File: config.mk
export PLATFORM = sky130hd
export DESIGN_NAME = addsub_seq
export DESIGN_NICKNAME = d
export VERILOG_FILES = /design/src/rtl/addsub_pkg.sv /design/src/rtl/addsub_chunk.sv /design/src/rtl/addsub_seq.sv
export SDC_FILE = /design/constraint.sdc
export NUM_CORES = 1
export LEC_CHECK = 0
export ABC_AREA = 1
export CAP_MARGIN = 30
export CORE_MARGIN = 4
export CORE_UTILIZATION = 44
export CTS_CLUSTER_SIZE = 28
export DETAILED_ROUTE_END_ITERATION = 8
export DONT_BUFFER_PORTS = 1
export PLACE_DENSITY = 0.7
export SYNTH_ARGS = -nofsm -noshare
export SYNTH_HDL_FRONTEND = slang
export SYNTH_SLANG_ARGS = --single-unit
File: constraint.sdc
create_clock -name clk -period 3.56 [get_ports clk]
set_input_delay 0.178 -clock clk [delete_from_list [all_inputs] [get_ports clk]]
set_output_delay 0.178 -clock clk [all_outputs]
set_load 0.03 [all_outputs]
File: src/rtl/addsub_pkg.sv
// addsub_pkg: shared types and helpers for the multi-cycle adder/subtractor.
//   state_e     - FSM state encoding (idle / run / done)
//   OP_ADD/SUB  - encoding of the S (operation select) input
//   calc_nchunk - number of CHUNK-wide slices in a WIDTH-bit operand
//   calc_idx_w  - width of the chunk index counter (at least one bit)
package addsub_pkg;

  typedef enum logic [1:0] {
    StIdle = 2'd0,
    StRun  = 2'd1,
    StDone = 2'd2
  } state_e;

  localparam logic OP_ADD = 1'b0;
  localparam logic OP_SUB = 1'b1;

  function automatic int unsigned calc_nchunk(input int unsigned width,
                                              input int unsigned chunk);
    return width / chunk;
  endfunction

  function automatic int unsigned calc_idx_w(input int unsigned nchunk);
    return (nchunk > 1) ? $clog2(nchunk) : 1;
  endfunction

endpackage

File: src/rtl/addsub_chunk.sv
// addsub_chunk: purely combinational W-bit ripple of full-adder cells.
//   a, b  in  W  chunk operands
//   cin   in  1  carry into bit 0
//   sum   out W  chunk sum
//   cout  out 1  carry out of the top bit
//   c_msb out 1  carry into the top bit (needed for signed overflow)
module addsub_chunk #(
  parameter int unsigned W = 4
) (
  input  logic [W-1:0] a,
  input  logic [W-1:0] b,
  input  logic         cin,
  output logic [W-1:0] sum,
  output logic         cout,
  output logic         c_msb
);

  logic [W:0] c;

  always_comb begin
    c[0] = cin;
    for (int unsigned i = 0; i < W; i++) begin
      sum[i]   = a[i] ^ b[i] ^ c[i];
      c[i + 1] = (a[i] & b[i]) | (c[i] & (a[i] ^ b[i]));
    end
    cout  = c[W];
    c_msb = c[W-1];
  end

endmodule

File: src/rtl/addsub_seq.sv
// addsub_seq: multi-cycle two's-complement adder/subtractor, CHUNK bits per cycle through a
// registered carry, with valid/ready handshakes on both sides.
//   clk, rst_n          clock, asynchronous active-low reset
//   in_valid/in_ready   operand handshake (in_ready high only when idle)
//   A, B, S             operands and operation (S: 0 = A+B, 1 = A-B)
//   SAT                 saturate on signed overflow (only when ADDSUB_SAT_EN is defined)
//   out_valid/out_ready result handshake (out_valid high only when done)
//   ANSWER              result, modulo 2^WIDTH
//   COUT, OVF, ZERO     carry out of MSB, signed overflow, result-is-zero
// Build option: define ADDSUB_SAT_EN to add the SAT port and clamping on overflow.
module addsub_seq
  import addsub_pkg::*;
#(
  parameter int unsigned WIDTH = 16,
  parameter int unsigned CHUNK = 4
) (
  input  logic             clk,
  input  logic             rst_n,
  input  logic             in_valid,
  output logic             in_ready,
  input  logic [WIDTH-1:0] A,
  input  logic [WIDTH-1:0] B,
  input  logic             S,
`ifdef ADDSUB_SAT_EN
  input  logic             SAT,
`endif
  output logic             out_valid,
  input  logic             out_ready,
  output logic [WIDTH-1:0] ANSWER,
  output logic             COUT,
  output logic             OVF,
  output logic             ZERO
);

  localparam int unsigned NCHUNK = calc_nchunk(WIDTH, CHUNK);
  localparam int unsigned IDX_W  = calc_idx_w(NCHUNK);

  state_e             state_q, state_d;
  logic [WIDTH-1:0]   a_q, a_d;
  logic [WIDTH-1:0]   b_q, b_d;    // B already inverted for subtract
  logic [WIDTH-1:0]   res_q, res_d;
  logic               carry_q, carry_d;
  logic [IDX_W-1:0]   idx_q, idx_d;
  logic               cout_q, cout_d;
  logic               ovf_q, ovf_d;
  logic               zero_q, zero_d;
`ifdef ADDSUB_SAT_EN
  logic               sat_q, sat_d;
`endif

  logic [CHUNK-1:0]   a_chunk, b_chunk, sum_chunk;
  logic               chunk_cout, chunk_c_msb;
  logic [WIDTH-1:0]   res_wr, res_fin;
  logic               last, ovf_now;

  // Select the active chunk of each operand and merge the new sum into the result.
  always_comb begin
    a_chunk = '0;
    b_chunk = '0;
    res_wr  = res_q;
    for (int unsigned i = 0; i < NCHUNK; i++) begin
      if (idx_q == IDX_W'(i)) begin
        a_chunk                  = a_q[i*CHUNK +: CHUNK];
        b_chunk                  = b_q[i*CHUNK +: CHUNK];
        res_wr[i*CHUNK +: CHUNK] = sum_chunk;
      end
    end
  end

  addsub_chunk #(
    .W(CHUNK)
  ) u_chunk (
    .a    (a_chunk),
    .b    (b_chunk),
    .cin  (carry_q),
    .sum  (sum_chunk),
    .cout (chunk_cout),
    .c_msb(chunk_c_msb)
  );

  assign last    = (idx_q == IDX_W'(NCHUNK - 1));
  assign ovf_now = chunk_c_msb ^ chunk_cout;

  // Sign of the overflow follows the MSB of A: both overflow directions need A and B' to agree.
  always_comb begin
    res_fin = res_wr;
`ifdef ADDSUB_SAT_EN
    if (sat_q && ovf_now) begin
      res_fin = a_q[WIDTH-1] ? {1'b1, {(WIDTH-1){1'b0}}} : {1'b0, {(WIDTH-1){1'b1}}};
    end
`endif
  end

  always_comb begin
    state_d = state_q;
    a_d     = a_q;
    b_d     = b_q;
    res_d   = res_q;
    carry_d = carry_q;
    idx_d   = idx_q;
    cout_d  = cout_q;
    ovf_d   = ovf_q;
    zero_d  = zero_q;
`ifdef ADDSUB_SAT_EN
    sat_d   = sat_q;
`endif
    unique case (state_q)
      StIdle: begin
        if (in_valid) begin
          a_d     = A;
          b_d     = B ^ {WIDTH{S == OP_SUB}};
          carry_d = (S == OP_SUB);
          idx_d   = '0;
`ifdef ADDSUB_SAT_EN
          sat_d   = SAT;
`endif
          state_d = StRun;
        end
      end
      StRun: begin
        res_d   = res_wr;
        carry_d = chunk_cout;
        idx_d   = idx_q + IDX_W'(1);
        if (last) begin
          res_d   = res_fin;
          cout_d  = chunk_cout;
          ovf_d   = ovf_now;
          zero_d  = (res_fin == '0);
          idx_d   = '0;
          state_d = StDone;
        end
      end
      StDone: begin
        if (out_ready) state_d = StIdle;
      end
      default: state_d = StIdle;
    endcase
  end

  always_ff @(posedge clk or negedge rst_n) begin
    if (!rst_n) begin
      state_q <= StIdle;
      a_q     <= '0;
      b_q     <= '0;
      res_q   <= '0;
      carry_q <= 1'b0;
      idx_q   <= '0;
      cout_q  <= 1'b0;
      ovf_q   <= 1'b0;
      zero_q  <= 1'b0;
`ifdef ADDSUB_SAT_EN
      sat_q   <= 1'b0;
`endif
    end else begin
      state_q <= state_d;
      a_q     <= a_d;
      b_q     <= b_d;
      res_q   <= res_d;
      carry_q <= carry_d;
      idx_q   <= idx_d;
      cout_q  <= cout_d;
      ovf_q   <= ovf_d;
      zero_q  <= zero_d;
`ifdef ADDSUB_SAT_EN
      sat_q   <= sat_d;
`endif
    end
  end

  assign in_ready  = (state_q == StIdle);
  assign out_valid = (state_q == StDone);
  assign ANSWER    = res_q;
  assign COUT      = cout_q;
  assign OVF       = ovf_q;
  assign ZERO      = zero_q;

endmodule

==> reports/results.tsv <==
stage	metric	value	unit
cells_and_area	final_cell_mix	nand2_1, dfrtp_1, nor2_1	
cells_and_area	nFillCells	587	
job	drv_cap	0	
grt	grt_pass1_vias	2187	
hold_path	hp-class	input pin to flip-flop	
die	core	6350	um^2
timing	worst_pin_slew	596	ps
power	p_sw	1.79	mW
die	row_count	29	
cells_and_area	final_nets	422	
timing	timing.fmax	0.306	GHz
routing	drt-wirelength-per-cell	14.2	um
routing	via_count	2315	
run_status	outcome	completed	
die	dieWidth	88.9	um
timing	slew_viol_final	0	
synthesis	synth_area_leaders	dfrtp_1, nand2_1, o21ai_0	
synthesis	synth_top_area_share	48.6	%
cts	clock_path_buffers	2	
worst_setup_path	critPathMaxStageDelay	580	ps
worst_setup_path	path_class	flip-flop to flip-flop	
routing	viasPerCell	5.09	
cells_and_area	final_util	51.6	%
synthesis	synth_fp_nets	405	
synthesis	synthDistinctLibCells	21	
worst_setup_path	critPathRequiredTime	3770	ps
cells_and_area	insertedDiodeCount	0	
placement	gp_congestion	0.830	
synthesis	yosysSeqAreaShare	48.6	%
synthesis	avgSynthCellArea	8.01	um^2
die	die_h	88.9	um
synthesis	syn_area	2880	um^2
cts	insertion_delay	310	ps
cts	clk_pin_slew	100	ps
worst_setup_path	cp_max_fo	12	
routing	drc	0	
cells_and_area	stdcell_area	3280	um^2
grt	overflow	0	
power	pwr-share-comb	52.4	%
die	dieArea	7910	um^2
cts	root_buffer	clkbuf_8	
timing	min_period	3270	ps
synthesis	yosysTopAreaCell	dfrtp_1	
cells_and_area	area_delta_synth_final	13.6	%
worst_setup_path	worst_setup_path_start_kind	flip-flop	
routing	wl	6460	um
placement	io_buffers	0	
power	swShare	49.5	%
worst_setup_path	crit_arrival	3480	ps
worst_setup_path	crit_chain	inv_1 -> ha_1 -> inv_2 -> nand3_1 -> o21ai_0 -> a21oi_2 -> fa_2 -> inv_1 -> fa_1 -> inv_1 -> fa_2 -> fa_2 -> nand2_1 -> nand2_1 -> nor2_1 -> nand2_1 -> nor2_1 -> nand2_1 -> nand2_1	
grt	grt_max_degree	57	
power	p_leak	1.57	nW
timing	skew	14.2	ps
timing	hold_slack	24.9	ps
timing	setup_viol	0	
cells_and_area	drive_gt1_share	8.99	%
timing	hold_violations	0	
worst_setup_path	end_kind	flip-flop	
routing	ant_nets	0	
synthesis	ys_seq_elements	56	
timing	fin_crit_sh	91.9	%
routing	drt_iter0_markers	148	
grt	antenna_found_initial	0	
worst_setup_path	worst-path-buf-inv	4	
power	p_total	3.62	mW
synthesis	netlist_instances	360	
cts	cts_tree	yes	
placement	dpl.hpwl	4730	um
die	ios	58	
routing	drtPass1Iterations	4	
timing	slew_headroom	60.2	%
placement	dpl_cell_area	2930	um^2
cts	numCtsBuffers	5	
die	initial_utilization	45.4	%
cells_and_area	layout_commonest_cell	nand2_1	
worst_setup_path	crit_family	adder cells	
power	p_clk_share	10.0	%
synthesis	ys_warn_count	0	
power	ir_drop	0.617	mV
power	p_int	1.83	mW
grt	grt_pass1_wl	10300	um
cts	h-tree-depth	2	
worst_setup_path	cpMostUsedCell	nand2_1	
power	seqPwrFrac	37.6	%
grt	grt_usage	16.9	%
worst_setup_path	slowest_stage	fa_2	
power	powerDensity	1100	nW/um^2
cts	clock_sinks	56	
power by group through the flow:
| stage | logic [mW] | registers, mW | clock network (mW) |
|---|---|---|---|
| final | 1.89 | 1.36 | 0.363 |
| after global routing | 2.19 | 1.40 | 0.400 |
| after CTS | 1.82 | 1.36 | 0.373 |
| after detailed placement | 1.79 | 1.37 | 0 |
| after global placement | 1.74 | 1.37 | 0 |
| after floorplan | 1.44 | 1.29 | 0 |
cell usage after synthesis:
| master | count |
|---|---|
| buf_2 | 9 |
| a31oi_1 | 11 |
| nand3_1 | 10 |
| buf_4 | 4 |
| ha_1 | 4 |
| nor2_2 | 1 |
| o21ai_0 | 31 |
| clkbuf_1 | 2 |
| o31ai_1 | 1 |
| dfrtp_1 | 56 |
| a22o_1 | 1 |
| inv_2 | 3 |
| buf_6 | 2 |
| nand2_1 | 148 |
| nand2_2 | 1 |
| inv_1 | 11 |
| fa_1 | 4 |
| nor2_4 | 1 |
| a21oi_1 | 11 |
| nor2_1 | 32 |
| xnor2_1 | 17 |
routing by layer:
metal | track usage (%) | routed length (um) | vias to the layer above
li1 | - | - | 1174
met1 | 22.1 | 2880 | 1066
met2 | 27.3 | 3050 | 68
met3 | 4.52 | 440 | 7
met4 | 5.55 | 96 | 0
met5 | 0 | 0 | -
cell type report:
type                    instances  area [um^2]  area share (%)
clock buffers                   6         82.6            2.52
well taps                      77         96.3            2.94
repair buffers                 27          272            8.29
flip-flops and latches         56         1400            42.8
multi-input cells             273         1360            41.4
clock inverters                 2         13.8           0.420
inverters                      14         52.6            1.60
worst paths after layout:
path / start / end / slack, ps / depth (start not counted)
max: idx_q[0] / ZERO / 290 / 19
min: S / carry_q / 20 / 2
max reg2reg: idx_q[0] / ZERO / 290 / 19
min reg2reg: a_q[13] / a_q[13] / 490 / 2
max in group asynchronous: rst_n / idx_q[0] / 2940 / 2
min in group asynchronous: rst_n / a_q[6] / 390 / 2
sequential cells by signal, indices dropped and copies added, names as in the netlist:
register / count
carry_q: 1
idx_q: 2
OVF: 1
a_q: 16
COUT: 1
b_q: 16
ANSWER: 16
ZERO: 1
state_q: 2
worst register-to-register path, cell delays in order (launching register included):
cell and delay [ps]:
dfrtp_2 430, inv_1 80, ha_1 220, inv_2 160, nand3_1 100, o21ai_0 100, a21oi_2 100, fa_2 380
inv_1 70, fa_1 150, inv_1 50, fa_2 360, fa_2 580, nand2_1 80, nand2_1 70, nor2_1 40
nand2_1 50, nor2_1 30, nand2_1 60, nand2_1 50
cell families (layout without fill, tap and decap cells):
kind of cell,after synthesis,in the layout,share of synthesized area (%)
compound gates,55,55,10.2
xor+xnor,17,17,5.16
fa+ha+maj,8,8,4.51
buf+inv,31,49,5.47
flops,56,56,48.6
simple gates,193,193,26.0
metrics by stage:
step	setup TNS [ps]	worst slack [ps]	cells
2_1_floorplan	0	272	360
3_3_place_gp	0	244	427
3_5_place_dp	0	132	427
4_1_cts	0	104	454
5_1_grt	-18.6	-18.6	455
6_report	0	287	455
timing repair:
| action | 4_1_cts | 5_1_grt |
|---|---|---|
| buffers inserted | 0 | 1 |
| setup endpoints to repair | 0 | 4 |
| hold buffers | 19 | 0 |
| resized for setup | 0 | 13 |
| hold endpoints to repair | 73 | 0 |
Note: power is estimated with default switching activity, not from simulation.
